--- config.mk ---
export PLATFORM = sky130hd
export DESIGN_NAME = fetch_queue
export DESIGN_NICKNAME = d
export VERILOG_FILES = /design/src/rtl/fetch_queue_pkg.sv /design/src/rtl/fq_storage.sv /design/src/rtl/fetch_queue.sv
export SDC_FILE = /design/constraint.sdc
export NUM_CORES = 1
export LEC_CHECK = 0
export CAP_MARGIN = 30
export CORE_MARGIN = 2
export CORE_UTILIZATION = 25
export CTS_CLUSTER_DIAMETER = 80
export CTS_CLUSTER_SIZE = 10
export DETAILED_ROUTE_END_ITERATION = 16
export SLEW_MARGIN = 30
export SYNTH_ARGS = -nofsm -noshare
export SYNTH_HDL_FRONTEND = slang
export SYNTH_SLANG_ARGS = --single-unit
--- constraint.sdc ---
create_clock -name clk_i -period 6.9 [get_ports clk_i]
set_clock_uncertainty 0.15 [all_clocks]
set_input_delay 1.38 -clock clk_i [delete_from_list [all_inputs] [get_ports clk_i]]
set_output_delay 1.38 -clock clk_i [all_outputs]
set_load 0.005 [all_outputs]
--- src/rtl/fetch_queue_pkg.sv ---
// Shared fetch-queue constants: the classic define.v macros plus typed package equivalents.
// Compile this file first; the other fetch-queue files only import the package.
`ifndef FQ_DEFINES_SV
`define FQ_DEFINES_SV
`define INSTR_WIDTH   32
`define PC_WIDTH      32
`define history_WIDTH 8
`define NOP_INSTR_VAL 32'h0000_0013
`define nop_PC        32'h0000_0000
`define nop_nPC       32'h0000_0000
`define NOP_COMMIT_VAL 1'b0
`define FQ_DEPTH      4
`endif

package fetch_queue_pkg;

  localparam int FQ_DEPTH_DEF = `FQ_DEPTH;
  localparam int FQ_INSTR_W   = `INSTR_WIDTH;
  localparam int FQ_PC_W      = `PC_WIDTH;
  localparam int FQ_HIST_W    = `history_WIDTH;

  localparam logic [FQ_INSTR_W-1:0] NOP_INSTR  = `NOP_INSTR_VAL;
  localparam logic [FQ_PC_W-1:0]    NOP_PC     = `nop_PC;
  localparam logic [FQ_PC_W-1:0]    NOP_NPC    = `nop_nPC;
  localparam logic                  NOP_COMMIT = `NOP_COMMIT_VAL;

  // Packed entry: {instr, PC, nPC, commit, train_predict, train_vaild, history}.
  function automatic int fq_entry_w(input int instr_w, input int pc_w, input int hist_w);
    return instr_w + 2 * pc_w + 3 + hist_w;
  endfunction

endpackage

--- src/rtl/fq_storage.sv ---
// Entry array for the fetch queue: synchronous write, asynchronous read.
// Deliberately unreset; the queue masks stale contents with nop values when empty.
module fq_storage #(
  parameter int DEPTH = 4,
  parameter int WIDTH = 8
) (
  input  logic                     clk_i,
  input  logic                     i_we,
  input  logic [$clog2(DEPTH)-1:0] i_waddr,
  input  logic [WIDTH-1:0]         i_wdata,
  input  logic [$clog2(DEPTH)-1:0] i_raddr,
  output logic [WIDTH-1:0]         o_rdata
);

  logic [WIDTH-1:0] r_mem [DEPTH];

  always_ff @(posedge clk_i) begin
    if (i_we) begin
      r_mem[i_waddr] <= i_wdata;
    end
  end

  assign o_rdata = r_mem[i_raddr];

endmodule

--- src/rtl/fetch_queue.sv ---
// Fetch-to-decode queue: circular buffer with valid/ready on both sides, one-cycle flush,
// first-word-fall-through head that reads as a nop bubble whenever the queue is empty.
module fetch_queue
  import fetch_queue_pkg::*;
#(
  parameter int DEPTH    = FQ_DEPTH_DEF,
  parameter int INSTR_W  = FQ_INSTR_W,
  parameter int PC_W     = FQ_PC_W,
  parameter int HIST_W   = FQ_HIST_W,
  parameter int AFULL_TH = DEPTH - 1
) (
  input  logic                     clk_i,
  input  logic                     rst,
  input  logic                     flush_i,
  input  logic                     F_valid_i,
  output logic                     F_ready_o,
  input  logic [INSTR_W-1:0]       F_instr_i,
  input  logic [PC_W-1:0]          F_PC_i,
  input  logic [PC_W-1:0]          F_nPC_i,
  input  logic                     F_commit_i,
  input  logic                     F_train_predict_i,
  input  logic                     F_train_vaild_i,
  input  logic [HIST_W-1:0]        F_train_history_i,
  output logic                     D_valid_o,
  input  logic                     D_ready_i,
  output logic [INSTR_W-1:0]       FD_instr_o,
  output logic [PC_W-1:0]          FD_PC_o,
  output logic [PC_W-1:0]          FD_nPC_o,
  output logic                     FD_commit_o,
  output logic                     FD_train_predict_o,
  output logic                     FD_train_vaild_o,
  output logic [HIST_W-1:0]        FD_train_history_o,
  output logic [$clog2(DEPTH):0]   count_o,
  output logic                     afull_o
);

  localparam int AW = $clog2(DEPTH);
  localparam int CW = AW + 1;
  localparam int EW = fq_entry_w(INSTR_W, PC_W, HIST_W);

  logic [AW-1:0] r_wr_ptr;
  logic [AW-1:0] r_rd_ptr;
  logic [CW-1:0] r_count;

  logic          w_full;
  logic          w_empty;
  logic          w_push;
  logic          w_pop;
  logic [EW-1:0] w_wdata;
  logic [EW-1:0] w_rdata;

  logic [INSTR_W-1:0] w_head_instr;
  logic [PC_W-1:0]    w_head_pc;
  logic [PC_W-1:0]    w_head_npc;
  logic               w_head_commit;
  logic               w_head_predict;
  logic               w_head_vaild;
  logic [HIST_W-1:0]  w_head_hist;

  // Both handshakes derive from registered occupancy only, so ready never depends on D_ready_i.
  assign w_full    = (r_count == CW'(DEPTH));
  assign w_empty   = (r_count == '0);
  assign F_ready_o = ~w_full;
  assign D_valid_o = ~w_empty;
  assign count_o   = r_count;
  assign afull_o   = (r_count >= CW'(AFULL_TH));

  assign w_push = F_valid_i & F_ready_o & ~flush_i;
  assign w_pop  = D_valid_o & D_ready_i & ~flush_i;

  always_ff @(posedge clk_i or negedge rst) begin
    if (!rst) begin
      r_wr_ptr <= '0;
      r_rd_ptr <= '0;
      r_count  <= '0;
    end else if (flush_i) begin
      r_wr_ptr <= '0;
      r_rd_ptr <= '0;
      r_count  <= '0;
    end else begin
      if (w_push) begin
        r_wr_ptr <= r_wr_ptr + 1'b1;
      end
      if (w_pop) begin
        r_rd_ptr <= r_rd_ptr + 1'b1;
      end
      if (w_push && !w_pop) begin
        r_count <= r_count + 1'b1;
      end else if (w_pop && !w_push) begin
        r_count <= r_count - 1'b1;
      end
    end
  end

  assign w_wdata = {F_instr_i, F_PC_i, F_nPC_i, F_commit_i,
                    F_train_predict_i, F_train_vaild_i, F_train_history_i};

  fq_storage #(
    .DEPTH (DEPTH),
    .WIDTH (EW)
  ) u_storage (
    .clk_i   (clk_i),
    .i_we    (w_push),
    .i_waddr (r_wr_ptr),
    .i_wdata (w_wdata),
    .i_raddr (r_rd_ptr),
    .o_rdata (w_rdata)
  );

  assign {w_head_instr, w_head_pc, w_head_npc, w_head_commit,
          w_head_predict, w_head_vaild, w_head_hist} = w_rdata;

  // Empty queue presents a legal bubble so decode may ignore D_valid_o.
  always_comb begin
    FD_instr_o         = INSTR_W'(NOP_INSTR);
    FD_PC_o            = PC_W'(NOP_PC);
    FD_nPC_o           = PC_W'(NOP_NPC);
    FD_commit_o        = NOP_COMMIT;
    FD_train_predict_o = 1'b0;
    FD_train_vaild_o   = 1'b0;
    FD_train_history_o = '0;
    if (D_valid_o) begin
      FD_instr_o         = w_head_instr;
      FD_PC_o            = w_head_pc;
      FD_nPC_o           = w_head_npc;
      FD_commit_o        = w_head_commit;
      FD_train_predict_o = w_head_predict;
      FD_train_vaild_o   = w_head_vaild;
      FD_train_history_o = w_head_hist;
    end
  end

endmodule

-- Word-level counts from Yosys, hierarchy flattened
Memory sizes are Yosys's and may differ from the RTL's.
Index checks and enable logic that the tools add are counted.
- add/sub/neg operators: 4
- multiply operators: 0
- div/mod/pow operators: 0
- order comparisons: 1
- eq/ne operators: 1
- shifts and indexed selects: 0
- mux-type cells: 16
- bitwise logic cells: 7
- reductions and logical operators: 8
- operator list (kind ; count):
    2-to-1 mux 32 bit ; 3
    2-to-1 mux 3 bit ; 3
    2-to-1 mux 2 bit ; 4
    2-to-1 mux 8 bit ; 1
    2-to-1 mux 1 bit ; 5
    adder 2 x 1 -> 2 bit, second input constant ; 2
    AND 1 bit ; 4
    nonzero test 2 bit ; 2
    adder 3 x 1 -> 3 bit, second input constant ; 1
    equality test 3 bit, second input constant ; 1
    >= comparator 3 x 2 -> 1 bit, second input constant ; 1
    logical NOT 3 bit ; 1
    inverter 1 bit ; 3
    nonzero test 3 bit ; 1
    subtractor 3 x 1 -> 3 bit, second input constant ; 1
    logical AND 1 bit ; 2
    logical NOT 1 bit ; 2
- register bits: 7
- bits in latches: 0
- RAM bits: 428
- memory bits (read-only): 0
- input bits: 112
- output and inout bits: 113
- logic and storage cells: 41
- memories: 1
- memory list (memory ; words ; width ; rd ports ; clocked after Yosys merged registers in ; write ports ; line ; source):
    u_storage.r_mem ; 4 ; 107 ; 1 ; 0 ; 1 ; fq_storage.sv:15 ; logic [WIDTH-1:0] r_mem [DEPTH];

-- Depth between registers and ports, before layout
Gate-level depths: netlist of run 1.
- depth in word-level cells: 9
- gate-level depth with buffers: 8
- depth with buffers taken out: 7

-- By module
A second synthesis of run 1 with hierarchy kept.
- cells, all modules: 742
- area, all modules: 16781.1 um^2
- by module, submodules not included (module ; times used ; cells each ; area each (um^2)):
    fq_storage ; 1 ; 563 ; 15451.1
    fetch_queue ; 1 ; 179 ; 1330.0

-- Least setup slack after synthesis of run 1
Ideal clock, no wire load.
- path type: input-to-reg
- start point: input port F_valid_i
- end point: memory u_storage.r_mem[0][0] (netlist name) (enable)
- setup time: 0.478 ns
- arrival time: 4.500 ns
- data required time: 6.272 ns
- path slack: 1.772 ns
- stages on the path: 4
- buffers on the path: 1
- cell sequence: clkbuf_1 inv_1 nor3_1 and2_1
- cells in the longest elaborated chain, start to end: 4
- RTL lines (item ; line ; source):
    start, declared ; fetch_queue.sv:15 ; input logic F_valid_i,
    AND 1 bit (2 in a row) ; fetch_queue.sv:68 ; assign w_push = F_valid_i & F_ready_o & ~flush_i;
    2-to-1 mux 1 bit ; fq_storage.sv:18 ; if (i_we) begin
    2-to-1 mux 1 bit (not written as such) ; fq_storage.sv:19 ; r_mem[i_waddr] <= i_wdata;
    end, declared ; fq_storage.sv:15 ;
No other way between the ends.

-- Worst setup path after layout of run 1
- start point: register r_count[1], in the netlist count_o[1]
- end point: output port FD_PC_o[21]
- cells in the longest elaborated chain, start to end: 2
- RTL lines (item ; line ; source):
    start, declared ; fetch_queue.sv:43 ; logic [CW-1:0] r_count;
    start signal, assigned ; fetch_queue.sv:88 ; r_count <= r_count + 1'b1;
    start signal, assigned ; fetch_queue.sv:90 ; r_count <= r_count - 1'b1;
    logical NOT 3 bit ; fetch_queue.sv:62 ; assign w_empty = (r_count == '0);
    2-to-1 mux 32 bit ; fetch_queue.sv:122 ; if (D_valid_o) begin
    end, declared ; fetch_queue.sv:27 ; output logic [PC_W-1:0] FD_PC_o,
No other way between the ends.

==> run summary, run 1 <==
Peak VDD IR: 0.300 mV
vias in the first global route: 8894
startpoint of the worst hold path: r_wr_ptr[1]
Setup crit start kind: register
gpl congestion: 0.729
RSZ-0062 raised after global routing: no
CP Cell Sequence: nor3_2 > clkinv_4 > buf_4 > and2_1 > clkdlybuf4s50_1
critical path type: reg2out
hold_ws: 0.440 ns
final worst path period need: 4.55 ns
Synth Register Bits: 435
Ports: 225
Routed Antenna Nets: 0
hold_buf cts: 0
Non-Filler Instances: 1868
HP Class: reg2reg
max_cap viols: 0
Critical Path Source: count_o[1]
area grow syn2layout: 28.2%
CP arrival: 3.02 ns
crit path buf inv count: 3
WP data required: 5.37 ns
Crit Reg-Reg Endpoint: u_storage.r_mem[2][22]
Inst Count DP: 1801
slowest stage delay, CP: 0.50 ns
layout cell share with drive strength beyond 1: 18.2%
Final Cycle Share: 66.0%
Post-synth ARST share: 1.61%
TritonCTS Buffers: 50
Mean Syn Cell Area: 22.4 um2
most frequent cells in the layout: edfxtp_1, clkdlybuf4s50_1, mux4_2
DRC: 0
Critical-path top delay cell: dfrtp_1
fillers: 6317
die area: 0.0688 mm2
number of enable flip-flop cells after synthesis: 428
design area: 0.0214 mm2
Static Leak: 6.61 nW
drt wl/cell: 19.7 um
reg-to-reg slack, setup: 3.89 ns
actual slew at the worst max-slew pin: 0.925 ns
most common cell after layout, fill and taps aside: edfxtp_1
first-pass GRT wire length: 55500 um
reg2reg start: count_o[2]
worst r2r path cells: 4
clock buffer depth: 3
Port Buffers: 224
CTS Root Cell: clkbuf_16
register area share after synthesis: 78.1%
ys flop type: edfxtp_1
largest net degree at the start of global routing: 108
# H-tree levels: 2
DP Area: 0.0200 mm2
setup TNS: 0 ns
status: finished clean
final hold vios: 0
GRT Util Overall: 10.6%
Pre-antenna DRT Iters: 4
Initial Util: 25.3%
Syn Std Cell Area: 0.0167 mm2
routed wire length: 36800 um
Worst setup EP type: output port
Via-to-Cell Ratio: 4.26
Tot Pwr: 7.81 mW
WHS Endpoint: r_wr_ptr[1]
CP Max Fanout: 80
fmax: 0.220 GHz
post_cts resized: 0
pwr dens: 366 mW/mm2
Hold Path Cell Cnt: 2
Core Area: 0.0659 mm2
Layout Nets: 1106
Worst slew margin: 38.3%
Cell variety after synth: 35
Die H: 262 um
YS warnings: 0
endpoints failing setup: 0
Syn Nets: 860
Synth Instances: 743
cell family with most CP delay: buffers and inverters
Die X-Extent: 262 um
row cnt: 94
initial antenna violation count: 5
worst skew pair latency: 0.56 ns
CTS tree: yes
post-CTS setup buffers: 0
clk sinks: 435
DR iter-0 viols: 421
final slew viol count: 0
grt total ovfl: 0
clock slew at reported path FFs: 0.06 ns
Vias: 7952
hpwl dp: 21100 um
## metrics by stage
step	setup slack [ns]	util (%)
final	2.35	32.5
after detailed placement	2.33	30.3
after global placement	2.47	30.3
after global routing	2.03	32.4
after floorplan	1.77	-
after CTS	2.18	32.4
## cell type report
cell class | count | area, um2 | area share, %
Sequential cell | 435 | 13000 | 61.0
Multi-Input combinational cell | 258 | 3420 | 16.0
Timing Repair Buffer | 235 | 2410 | 11.3
Clock buffer | 62 | 1360 | 6.36
Tap cell | 864 | 1080 | 5.06
Inverter | 9 | 38.8 | 0.181
Clock inverter | 3 | 21.3 | 0.0995
Antenna cell | 2 | 5.00 | 0.0234
## worst register-to-register path: cells and delay by family (launching register included)
| kind | cells | cell delay (ns) |
|---|---|---|
| buffers and inverters | 1 | 0.45 |
| AND/OR/NAND/NOR | 3 | 1.52 |
| flip-flops | 1 | 0.49 |
## cell families (layout without fill, tap and decap cells)
family / count (synthesis) / count (layout) / share of synthesized area, %
DFF: 435 / 435 / 78.1
and+or+nand+nor: 125 / 125 / 4.61
other: 0 / 2 / 0
AOI/OAI and AO/OA: 17 / 17 / 0.735
buffers and inverters: 50 / 309 / 1.43
adders and majority gates: 5 / 5 / 0.420
xor gates and xnor gates: 2 / 2 / 0.105
muxes: 109 / 109 / 14.6
## report_power, final
group | leakage [nW] | internal, mW | total [mW] | switching (mW)
clock network | 0.674 | 1.36 | 2.32 | 0.956
registers | 3.97 | 3.06 | 3.13 | 0.0737
logic | 1.96 | 1.39 | 2.37 | 0.974
## cells in the mapped netlist (2+ instances only)
master | instances | area share [%]
buf_2 | 16 | 0.48
or2_1 | 3 | 0.11
mux4_2 | 107 | 14
o31ai_1 | 2 | 0.090
edfxtp_1 | 428 | 77
o21ai_0 | 3 | 0.090
and2_1 | 109 | 4.1
a21o_1 | 2 | 0.090
inv_1 | 9 | 0.20
a21oi_1 | 2 | 0.060
ha_1 | 4 | 0.30
nor2_1 | 7 | 0.16
xor2_1 | 2 | 0.11
nand3_1 | 2 | 0.060
dfrtp_1 | 7 | 1.1
clkbuf_1 | 20 | 0.45
buf_6 | 2 | 0.14
## flip-flops by register name (all words and copies together) (netlist names)
name and count:
u_storage.r_mem 428, r_wr_ptr 2, count_o 3, r_rd_ptr 2
## per-layer routing
layer,routed length (um),vias to the layer above,track usage [%]
li1,-,3508,-
met1,15700,4170,13.3
met2,17900,205,17.7
met3,2370,61,3.31
met4,808,8,2.95
met5,40,-,0
## worst max path at each step
stage / to / slack [ns] / cells after the start
after floorplan: u_storage.r_mem[0][0] / 1.77 / 4
after global placement: FD_instr_o[19] / 2.47 / 5
after detailed placement: u_storage.r_mem[2][6] / 2.33 / 5
after CTS: FD_PC_o[21] / 2.18 / 5
after global routing: FD_instr_o[23] / 2.03 / 5
final: FD_PC_o[21] / 2.35 / 5
(Power assumes the default switching activity.)
==> run 2: changes to the inputs <==
==> constraint.sdc (replaced) <==
create_clock -name clk_i -period 4.4 [get_ports clk_i]
set_clock_uncertainty 0.15 [all_clocks]
set_input_delay 0.88 -clock clk_i [delete_from_list [all_inputs] [get_ports clk_i]]
set_output_delay 0.88 -clock clk_i [all_outputs]
set_load 0.005 [all_outputs]
==> run 2 against run 1 <==
Net effect:
- highest routed layer unchanged
- wire length down 1.7%
- non-clock buffer count is 5 higher
- largest cell class unchanged
- global-route usage shrank 0.14 points
- count of clock-buffer cells in the layout fell by 2
- critical endpoint is now FD_nPC_o[14]
==> run summary, run 2 (synthesized netlist as in run 1, its figures left out) <==
first-pass GRT wire length: 55200 um (was 55500 um)
Port Buffers: 224 (unchanged)
row cnt: 94 (unchanged)
RSZ-0062 raised after global routing: no (unchanged)
Routed Antenna Nets: 0 (unchanged)
hold_ws: 0.447 ns (was 0.440 ns)
Peak VDD IR: 0.411 mV (was 0.300 mV)
max reg flops: 428 (unchanged)
TritonCTS Buffers: 51 (was 50)
Worst setup EP type: output port (unchanged)
Inst Count DP: 1806 (was 1801)
actual slew at the worst max-slew pin: 0.566 ns (was 0.925 ns)
Layout Nets: 1112 (was 1106)
Non-Filler Instances: 1873 (was 1868)
status: finished clean (unchanged)
worst skew pair latency: 0.57 ns (was 0.56 ns)
Final Cycle Share: 88.6%
most common cell after layout, fill and taps aside: edfxtp_1 (unchanged)
final worst path period need: 3.90 ns
final slew viol count: 0 (unchanged)
die area: 0.0688 mm2 (unchanged)
clock slew at reported path FFs: 0.06 ns (about the same)
Setup crit start kind: register (unchanged)
Ports: 225 (unchanged)
DRC: 0 (unchanged)
endpoints failing setup: 0 (unchanged)
clk sinks: 435 (unchanged)
# H-tree levels: 2 (unchanged)
largest net degree at the start of global routing: 62 (was 108)
multi-input logic area: 0.00342 mm2 (unchanged)
Pre-antenna DRT Iters: 5 (was 4)
gpl congestion: 0.691 (was 0.729)
max_cap viols: 0 (unchanged)
CTS tree: yes (unchanged)
CP Max Fanout: 46 (was 80)
WP data required: 3.37 ns (was 5.37 ns)
register area: 0.0130 mm2 (unchanged)
CP arrival: 2.87 ns (was 3.02 ns)
grt total ovfl: 0 (unchanged)
Die X-Extent: 262 um (unchanged)
critical path type: reg2out (unchanged)
post-CTS setup buffers: 0 (unchanged)
layout cell share with drive strength beyond 1: 18.9% (was 18.2%)
initial antenna violation count: 4 (was 5)
Core Area: 0.0659 mm2 (unchanged)
Vias: 8019 (was 7952)
hpwl dp: 21400 um (was 21100 um)
DR iter-0 viols: 589 (was 421)
Via-to-Cell Ratio: 4.28 (was 4.26)
fillers: 6309 (was 6317)
final hold vios: 0 (unchanged)
Static Leak: 6.69 nW (was 6.61 nW)
Initial Util: 25.3% (unchanged)
routed wire length: 36200 um (was 36800 um)
GRT Util Overall: 10.5% (was 10.6%)
hold_buf cts: 0 (unchanged)
CTS Root Cell: clkbuf_16 (unchanged)
Biggest register: u_storage.r_mem (unchanged)
# diodes: 0 (was 2)
drt wl/cell: 19.3 um (was 19.7 um)
Die H: 262 um (unchanged)
clock buffer depth: 3 (unchanged)
fmax: 0.256 GHz
setup TNS: 0 ns (unchanged)
area grow syn2layout: 29.2% (was 28.2%)
vias in the first global route: 8826 (was 8894)
pwr dens: 577 mW/mm2 (was 366 mW/mm2)
most frequent cells in the layout: edfxtp_1, clkdlybuf4s50_1, mux4_2 (unchanged)
Worst slew margin: 62.0% (was 38.3%)
HP Class: in2async (was reg2reg)
## run 2: cell types whose count changed in the layout (fill, tap and decap cells not counted), sizes merged
cell	delta
clkbuf	-2
diode	-2
bufinv	+2
inv	+2
buf	+5
## run 2: worst paths after layout
check / end / depth (start not counted) / start / slack (ns)
min: r_wr_ptr[0] / 1 / rst / 0.45
max: FD_nPC_o[14] / 4 / r_rd_ptr[0] / 0.50
max reg2reg: count_o[2] / 7 / count_o[2] / 1.82
min reg2reg: r_wr_ptr[1] / 2 / r_wr_ptr[1] / 0.46
max in group asynchronous: r_rd_ptr[1] / 1 / rst / 3.33
min in group clk_i: r_wr_ptr[1] / 2 / r_wr_ptr[1] / 0.46
## run 2: metrics by stage
stage               power [mW]  area [um2]  util (%)  setup WS, ns
finish                    12.4       21500      32.7         0.501
global route              13.1       21500      32.7         0.304
CTS                       12.7       21500      32.7        0.0291
detailed placement        8.88       20100      30.5         0.672
global placement          8.83       20100      30.5         0.764
floorplan                 6.85       16700         -         0.948
## run 2: report_power, final
part | switching [mW] | total [mW] | internal, mW
registers | 0.129 | 4.93 | 4.80
logic | 1.51 | 3.74 | 2.23
clock network | 1.53 | 3.75 | 2.23
total | 3.17 | 12.4 | 9.25
## run 2: critical path, cell delays in order, from the launching register on
cell and delay, ns:
dfrtp_4 0.61, buf_12 0.39, mux4_2 0.60, and2_1 0.19, clkdlybuf4s50_1 0.46
## run 2: layer usage
layer,vias up,global-route usage [%],wire [um]
met3,56,2.78,2190
met1,4218,13.4,15100
met5,-,0,41
met4,6,2.84,676
met2,223,17.6,18100
li1,3516,-,-
## run 2: timing repair
action / in CTS / in global routing
endpoints found under the hold margin: 0 / 0
resized for setup: 0 / 1
endpoints found under the setup margin: 0 / 66
## run 2: layout make-up
type / instances / share of cell area (%)
tap: 864 / 5.02
clock buffer: 60 / 6.18
timing repair buffer: 240 / 11.7
clock inverter: 7 / 0.500
inverter: 9 / 0.168
multi-input combinational: 258 / 15.9
sequential: 435 / 60.5
